**src/rtl/button_debouncer.sv**
```systemverilog
// button_debouncer: conditions one synchronized pushbutton.
// Produces a debounced level plus registered one-cycle press/release strobes.
// Debounce and hold timing count the shared 1 kHz 'tick' strobe, not raw clocks.
// Optional auto-repeat is compiled in with the macro BTN_AUTOREPEAT_EN. When it
// is left undefined, repeat_pulse is tied low and step_pulse equals press_pulse.
module button_debouncer #(
    parameter int DB_TICKS     = 20,
    parameter int HOLD_TICKS   = 1000,
    parameter int REPEAT_TICKS = 200
) (
    input  logic clk,
    input  logic reset,
    input  logic tick,
    input  logic btn_sync,
    output logic level,
    output logic press_pulse,
    output logic release_pulse,
    output logic repeat_pulse,
    output logic step_pulse
);

    localparam int DBW = $clog2(DB_TICKS + 1);
    // db_cnt value seen on the tick that completes the debounce window
    localparam logic [DBW-1:0] DB_LAST = DBW'(DB_TICKS - 1);

    typedef enum logic [1:0] {
        IDLE,
        PRESS_WAIT,
        PRESSED,
        RELEASE_WAIT
    } state_t;

    state_t         state;
    logic [DBW-1:0] db_cnt;

`ifdef BTN_AUTOREPEAT_EN
    localparam int HW = $clog2(HOLD_TICKS + 1);
    localparam logic [HW-1:0] HOLD_LAST = HW'(HOLD_TICKS - 1);
    // Reloading to HOLD-REPEAT makes later strobes arrive every REPEAT ticks.
    // If REPEAT >= HOLD the reload saturates at 0, so the period becomes HOLD.
    localparam logic [HW-1:0] HOLD_RELOAD =
        (REPEAT_TICKS >= HOLD_TICKS) ? '0 : HW'(HOLD_TICKS - REPEAT_TICKS);

    logic [HW-1:0] hold_cnt;
`else
    // The repeat logic is compiled out, so nothing can ever strobe here.
    assign repeat_pulse = 1'b0;
`endif

    // Reject parameter values that would break the tick arithmetic.
    if (DB_TICKS < 1) begin : g_chk_db
        $error("DB_TICKS must be >= 1");
    end
    if (HOLD_TICKS < 1) begin : g_chk_hold
        $error("HOLD_TICKS must be >= 1");
    end
    if (REPEAT_TICKS < 1) begin : g_chk_repeat
        $error("REPEAT_TICKS must be >= 1");
    end

    // Debounce FSM. All outputs are registered, and the strobes default low
    // every cycle.
    always_ff @(posedge clk) begin
        if (!reset) begin
            state         <= IDLE;
            db_cnt        <= '0;
            level         <= 1'b0;
            press_pulse   <= 1'b0;
            release_pulse <= 1'b0;
            step_pulse    <= 1'b0;
`ifdef BTN_AUTOREPEAT_EN
            hold_cnt      <= '0;
            repeat_pulse  <= 1'b0;
`endif
        end else begin
            press_pulse   <= 1'b0;
            release_pulse <= 1'b0;
            step_pulse    <= 1'b0;
`ifdef BTN_AUTOREPEAT_EN
            repeat_pulse  <= 1'b0;
`endif
            case (state)
                IDLE: begin
                    if (btn_sync) begin
                        state  <= PRESS_WAIT;
                        db_cnt <= '0;
                    end
                end
                PRESS_WAIT: begin
                    // A bounce takes priority over a tick in the same cycle.
                    if (!btn_sync) begin
                        state  <= IDLE;
                        db_cnt <= '0;
                    end else if (tick) begin
                        if (db_cnt == DB_LAST) begin
                            state       <= PRESSED;
                            db_cnt      <= '0;
                            level       <= 1'b1;
                            press_pulse <= 1'b1;
                            step_pulse  <= 1'b1;
`ifdef BTN_AUTOREPEAT_EN
                            hold_cnt    <= '0;
`endif
                        end else begin
                            db_cnt <= db_cnt + 1'b1;
                        end
                    end
                end
                PRESSED: begin
                    if (!btn_sync) begin
                        state  <= RELEASE_WAIT;
                        db_cnt <= '0;
                    end
`ifdef BTN_AUTOREPEAT_EN
                    else if (tick) begin
                        if (hold_cnt == HOLD_LAST) begin
                            hold_cnt     <= HOLD_RELOAD;
                            repeat_pulse <= 1'b1;
                            step_pulse   <= 1'b1;
                        end else begin
                            hold_cnt <= hold_cnt + 1'b1;
                        end
                    end
`endif
                end
                RELEASE_WAIT: begin
                    // A bounce back to pressed resumes the hold count where it
                    // stopped, and it gives no fresh press strobe.
                    if (btn_sync) begin
                        state  <= PRESSED;
                        db_cnt <= '0;
                    end else if (tick) begin
                        if (db_cnt == DB_LAST) begin
                            state         <= IDLE;
                            db_cnt        <= '0;
                            level         <= 1'b0;
                            release_pulse <= 1'b1;
`ifdef BTN_AUTOREPEAT_EN
                            hold_cnt      <= '0;
`endif
                        end else begin
                            db_cnt <= db_cnt + 1'b1;
                        end
                    end
                end
                default: begin
                    state  <= IDLE;
                    db_cnt <= '0;
                end
            endcase
        end
    end

endmodule

```
**config.mk**
```make
export PLATFORM = sky130hd
export DESIGN_NAME = button_debouncer
export DESIGN_NICKNAME = d
export VERILOG_FILES = /design/src/rtl/button_debouncer.sv
export SDC_FILE = /design/constraint.sdc
export NUM_CORES = 1
export LEC_CHECK = 0
export CORE_AREA = 2 2 39 41
export DETAILED_ROUTE_END_ITERATION = 8
export DIE_AREA = 0 0 41 43
export HOLD_SLACK_MARGIN = 0.05
export PLACE_DENSITY_LB_ADDON = 0.1
export SLEW_MARGIN = 20
export SYNTH_ARGS = -nofsm -noshare
export SYNTH_HDL_FRONTEND = slang
export SYNTH_SLANG_ARGS = --single-unit
```
**constraint.sdc**
```tcl
create_clock -name clk -period 2 [get_ports clk]
set_input_delay 0.6 -clock clk [delete_from_list [all_inputs] [get_ports clk]]
set_output_delay 0.6 -clock clk [all_outputs]
set_load 0.1 [all_outputs]
```
==> summary.txt <==
Synth
  • EDFF count, synth: 0
  • Syn Area/Cell: 9.077 sq um
  • Most used flip-flop cell after synthesis: dfxtp_1
  • Synthesized cell area: 499.2 sq um
  • Sequential-to-total area share from yosys stat: 0.4010
  • Post-synthesis instance total: 55
  • Yosys top cell by area: dfxtp_1
  • Synth cell count leaders: 10 x dfxtp_1, 4 x nand2_1, 3 x nand3_1, 3 x o21a_1
  • Largest cells by area after synthesis: dfxtp_1 40%, o21a_1 4.5%, xor2_2 3.3%, nand3_1 3.0%, buf_4 3.0%
  • Mapped Nets: 60
  • Synth Register Bits: 10
  • Yosys top cell area share: 0.4010
  • Yosys Warn Count: 0
  • Synth cell types: 31
  • Synth async-reset ratio: 0
  • Most numerous cell in the Yosys netlist: dfxtp_1

Route
  • Wirelength, routed: roughly 900 um
  • WL met2: 366 um
  • Vias per Instance: 5.098
  • Post-route ant nets: 0
  • DR pass1 iterations: 4
  • Wire length on met3: 43 um
  • DRC: 0
  • Met1 Routed Length: 462 um
  • Top Metal Used: met4
  • Vias post-DR: between 400 and 500
  • Initial DRC count: 8
  • Wirelength per Cell: around 11 um

Critical path
  • Max FO, Critical Path: 3
  • Worst Path Arrival: 1.84 ns
  • Cells along the critical path: clkdlybuf4s50_1 > and2_1 > and3_1 > nand2_1 > nor3b_1
  • CP Launch Type: input port
  • CP delay by family, top: simple AND/OR/NAND/NOR gates
  • Slowest CP cell: clkdlybuf4s50_1
  • CP max stage delay: 0.50 ns
  • Buf/Inv on CP: 1
  • CP Class: in2reg
  • CP Capture Type: flop
  • Data required, critical path: between 2 and 2.5 ns

Floorplanning
  • Row Count: 14
  • I/O Pins: 9
  • Initial Utilization: 0.3608
  • Die ar.: 1763 sq um
  • Total core area: 1384 sq um
  • Horiz. Die Dim: 41 um
  • Die Y: 43 um

Power and ir drop
  • P_sw: 0.09574 mW
  • Comb power frac: 0.083
  • Leakage power: 0.2550 nW
  • Switch share: 0.2278
  • Internal power: between 0.3 and 0.4 mW
  • Design Power: between 0.4 and 0.5 mW
  • Sequential power share: 0.482
  • Power Dens Cells: 627.8 nW/um^2
  • Clock power share: 0.436
  • Peak VDD IR: 0.3035 mV

CTS
  • Clk Latency, worst-skew pair: 0.27 ns
  • Clk slew on worst S/H paths: 0.07 ns
  • CTS Hold Bufs: 0
  • CTS sink count: 10
  • H-tree Lvls: 1
  • Post-CTS Resized: 0
  • Clock Tree Buf Depth: 2
  • CTS tree: built
  • Clk root buf: clkbuf_4
  • Postcts setup bufs: 0
  • CTS Buf Count: 3

Global routing
  • Largest net degree at the start of global routing: 13
  • First-pass GRT wire length: around 1.4 mm
  • Initial antenna violation count: 0
  • Vias in the first global route: about 340
  • Grt ovf: 0
  • GRT Total Usage: 0.1302

STA
  • Setup TNS: 0 ns
  • Max Fclk: approximately 600 MHz
  • Fin. max-slew vios: 0
  • Final setup viols: 0
  • Hold_ws: 0.4948 ns
  • RSZ-0062 raised after global routing: false
  • Hold Vio Cnt, Final: 0
  • Clock Skew: ~0.0017 ns
  • Final WS setup: ~0.34 ns
  • Crit share post-route: 0.8300
  • Tmin final: about 1.7 ns

Cells and area
  • FF/Latch Area: 200.2 sq um
  • Area of the multi-input gates: 276.5 sq um
  • Number of fill cells: 126
  • Area Overhead vs Synth: 34.09%
  • Diode count: 0
  • Fin area: 669.4 sq um
  • Fraction of layout cells with a size suffix above 1: 0.2273
  • Final nets: 72

Run
  • Max cap viols: 0

Place
  • Port bufs: 7
  • Placement Setup Slack: about 0.062 ns
  • DP Area: 633.1 sq um
  • Hpwl dp: approximately 690 um
  • GP Congestion: 0.7050

Run status
  • Status: completed

Hold path
  • Worst Hold Class: reg2reg
metrics by stage:
stage | cells | utilization
floorplan | 55 | -
global placement | 78 | 0.4575
detailed placement | 78 | 0.4575
CTS | 82 | 0.4837
global route | 82 | 0.4837
finish | 82 | 0.4837
sequential cells by signal, indices dropped and copies added, names as in the netlist, named ones only:
name and flops:
db_cnt 5, level 1, release_pulse 1, state 1
step_pulse 1
worst min-delay path, cell delays in order, from the launching register on:
cell and delay, ns:
dfxtp_1 0.33, nand2_1 0.06, o22ai_1 0.06
cells in the final DEF, fill, tap and decap left out, drive strengths merged:
| master | n |
|---|---|
| dfxtp | 10 |
| buf | 7 |
| nand2 | 5 |
| clkbuf | 4 |
| o21a | 3 |
| nand3 | 3 |
| clkdlybuf4s50 | 3 |
| nor3b | 3 |
| nor2 | 2 |
| nand4 | 2 |
| o22ai | 2 |
| and3 | 2 |
| o211ai | 2 |
| o21ai | 2 |
| inv | 1 |
| xor2 | 1 |
| or2 | 1 |
| and2 | 1 |
| xnor2 | 1 |
| a211oi | 1 |
| nand4b | 1 |
| a21oi | 1 |
| nand2b | 1 |
| nor3 | 1 |
| a21boi | 1 |
| o211a | 1 |
| mux2i | 1 |
| nor2b | 1 |
| ha | 1 |
| conb | 1 |
path summary, 6_finish.rpt:
path	startpoint	endpoint	slack (ns)	cells past startpoint
hold reg to reg	db_cnt[1]	db_cnt[1]	0.49	2
hold / removal	db_cnt[1]	db_cnt[1]	0.49	2
setup reg to reg	db_cnt[0]	step_pulse	0.60	5
setup / recovery	tick	step_pulse	0.34	5
power groups by stage:
stage / Combinational [mW] / Clock, mW / Sequential (mW)
after detailed placement: 0.0347 / 0 / 0.207
final: 0.0348 / 0.183 / 0.202
after CTS: 0.0347 / 0.193 / 0.202
after global routing: 0.0374 / 0.203 / 0.203
after floorplan: 0.0219 / 0 / 0.207
after global placement: 0.0345 / 0 / 0.207
per-layer routing:
| layer | up-vias | global-route usage |
|---|---|---|
| met5 | - | 0 |
| li1 | 216 | - |
| met1 | 189 | 0.1732 |
| met4 | 0 | 0.1200 |
| met3 | 4 | 0.04712 |
| met2 | 9 | 0.1531 |
cells by family (layout without fill, tap and decap cells):
group	count (synthesis)	after routing	synth area share
other cells	1	1	0.007512
mux	1	1	0.02005
xor+xnor	2	2	0.05014
compound gates	13	13	0.1804
flops	10	10	0.4010
buf+inv	4	15	0.04509
simple gates	23	23	0.2707
fa+ha+maj	1	1	0.02506
area by class of cell:
cell class | count | area share
Multi-Input combinational cell | 41 | 0.4131
Sequential cell | 10 | 0.2991
Timing Repair Buffer | 10 | 0.1981
Clock buffer | 4 | 0.05421
Tap cell | 16 | 0.02991
Inverter | 1 | 0.005607
Note: power is estimated with default switching activity, not from simulation.
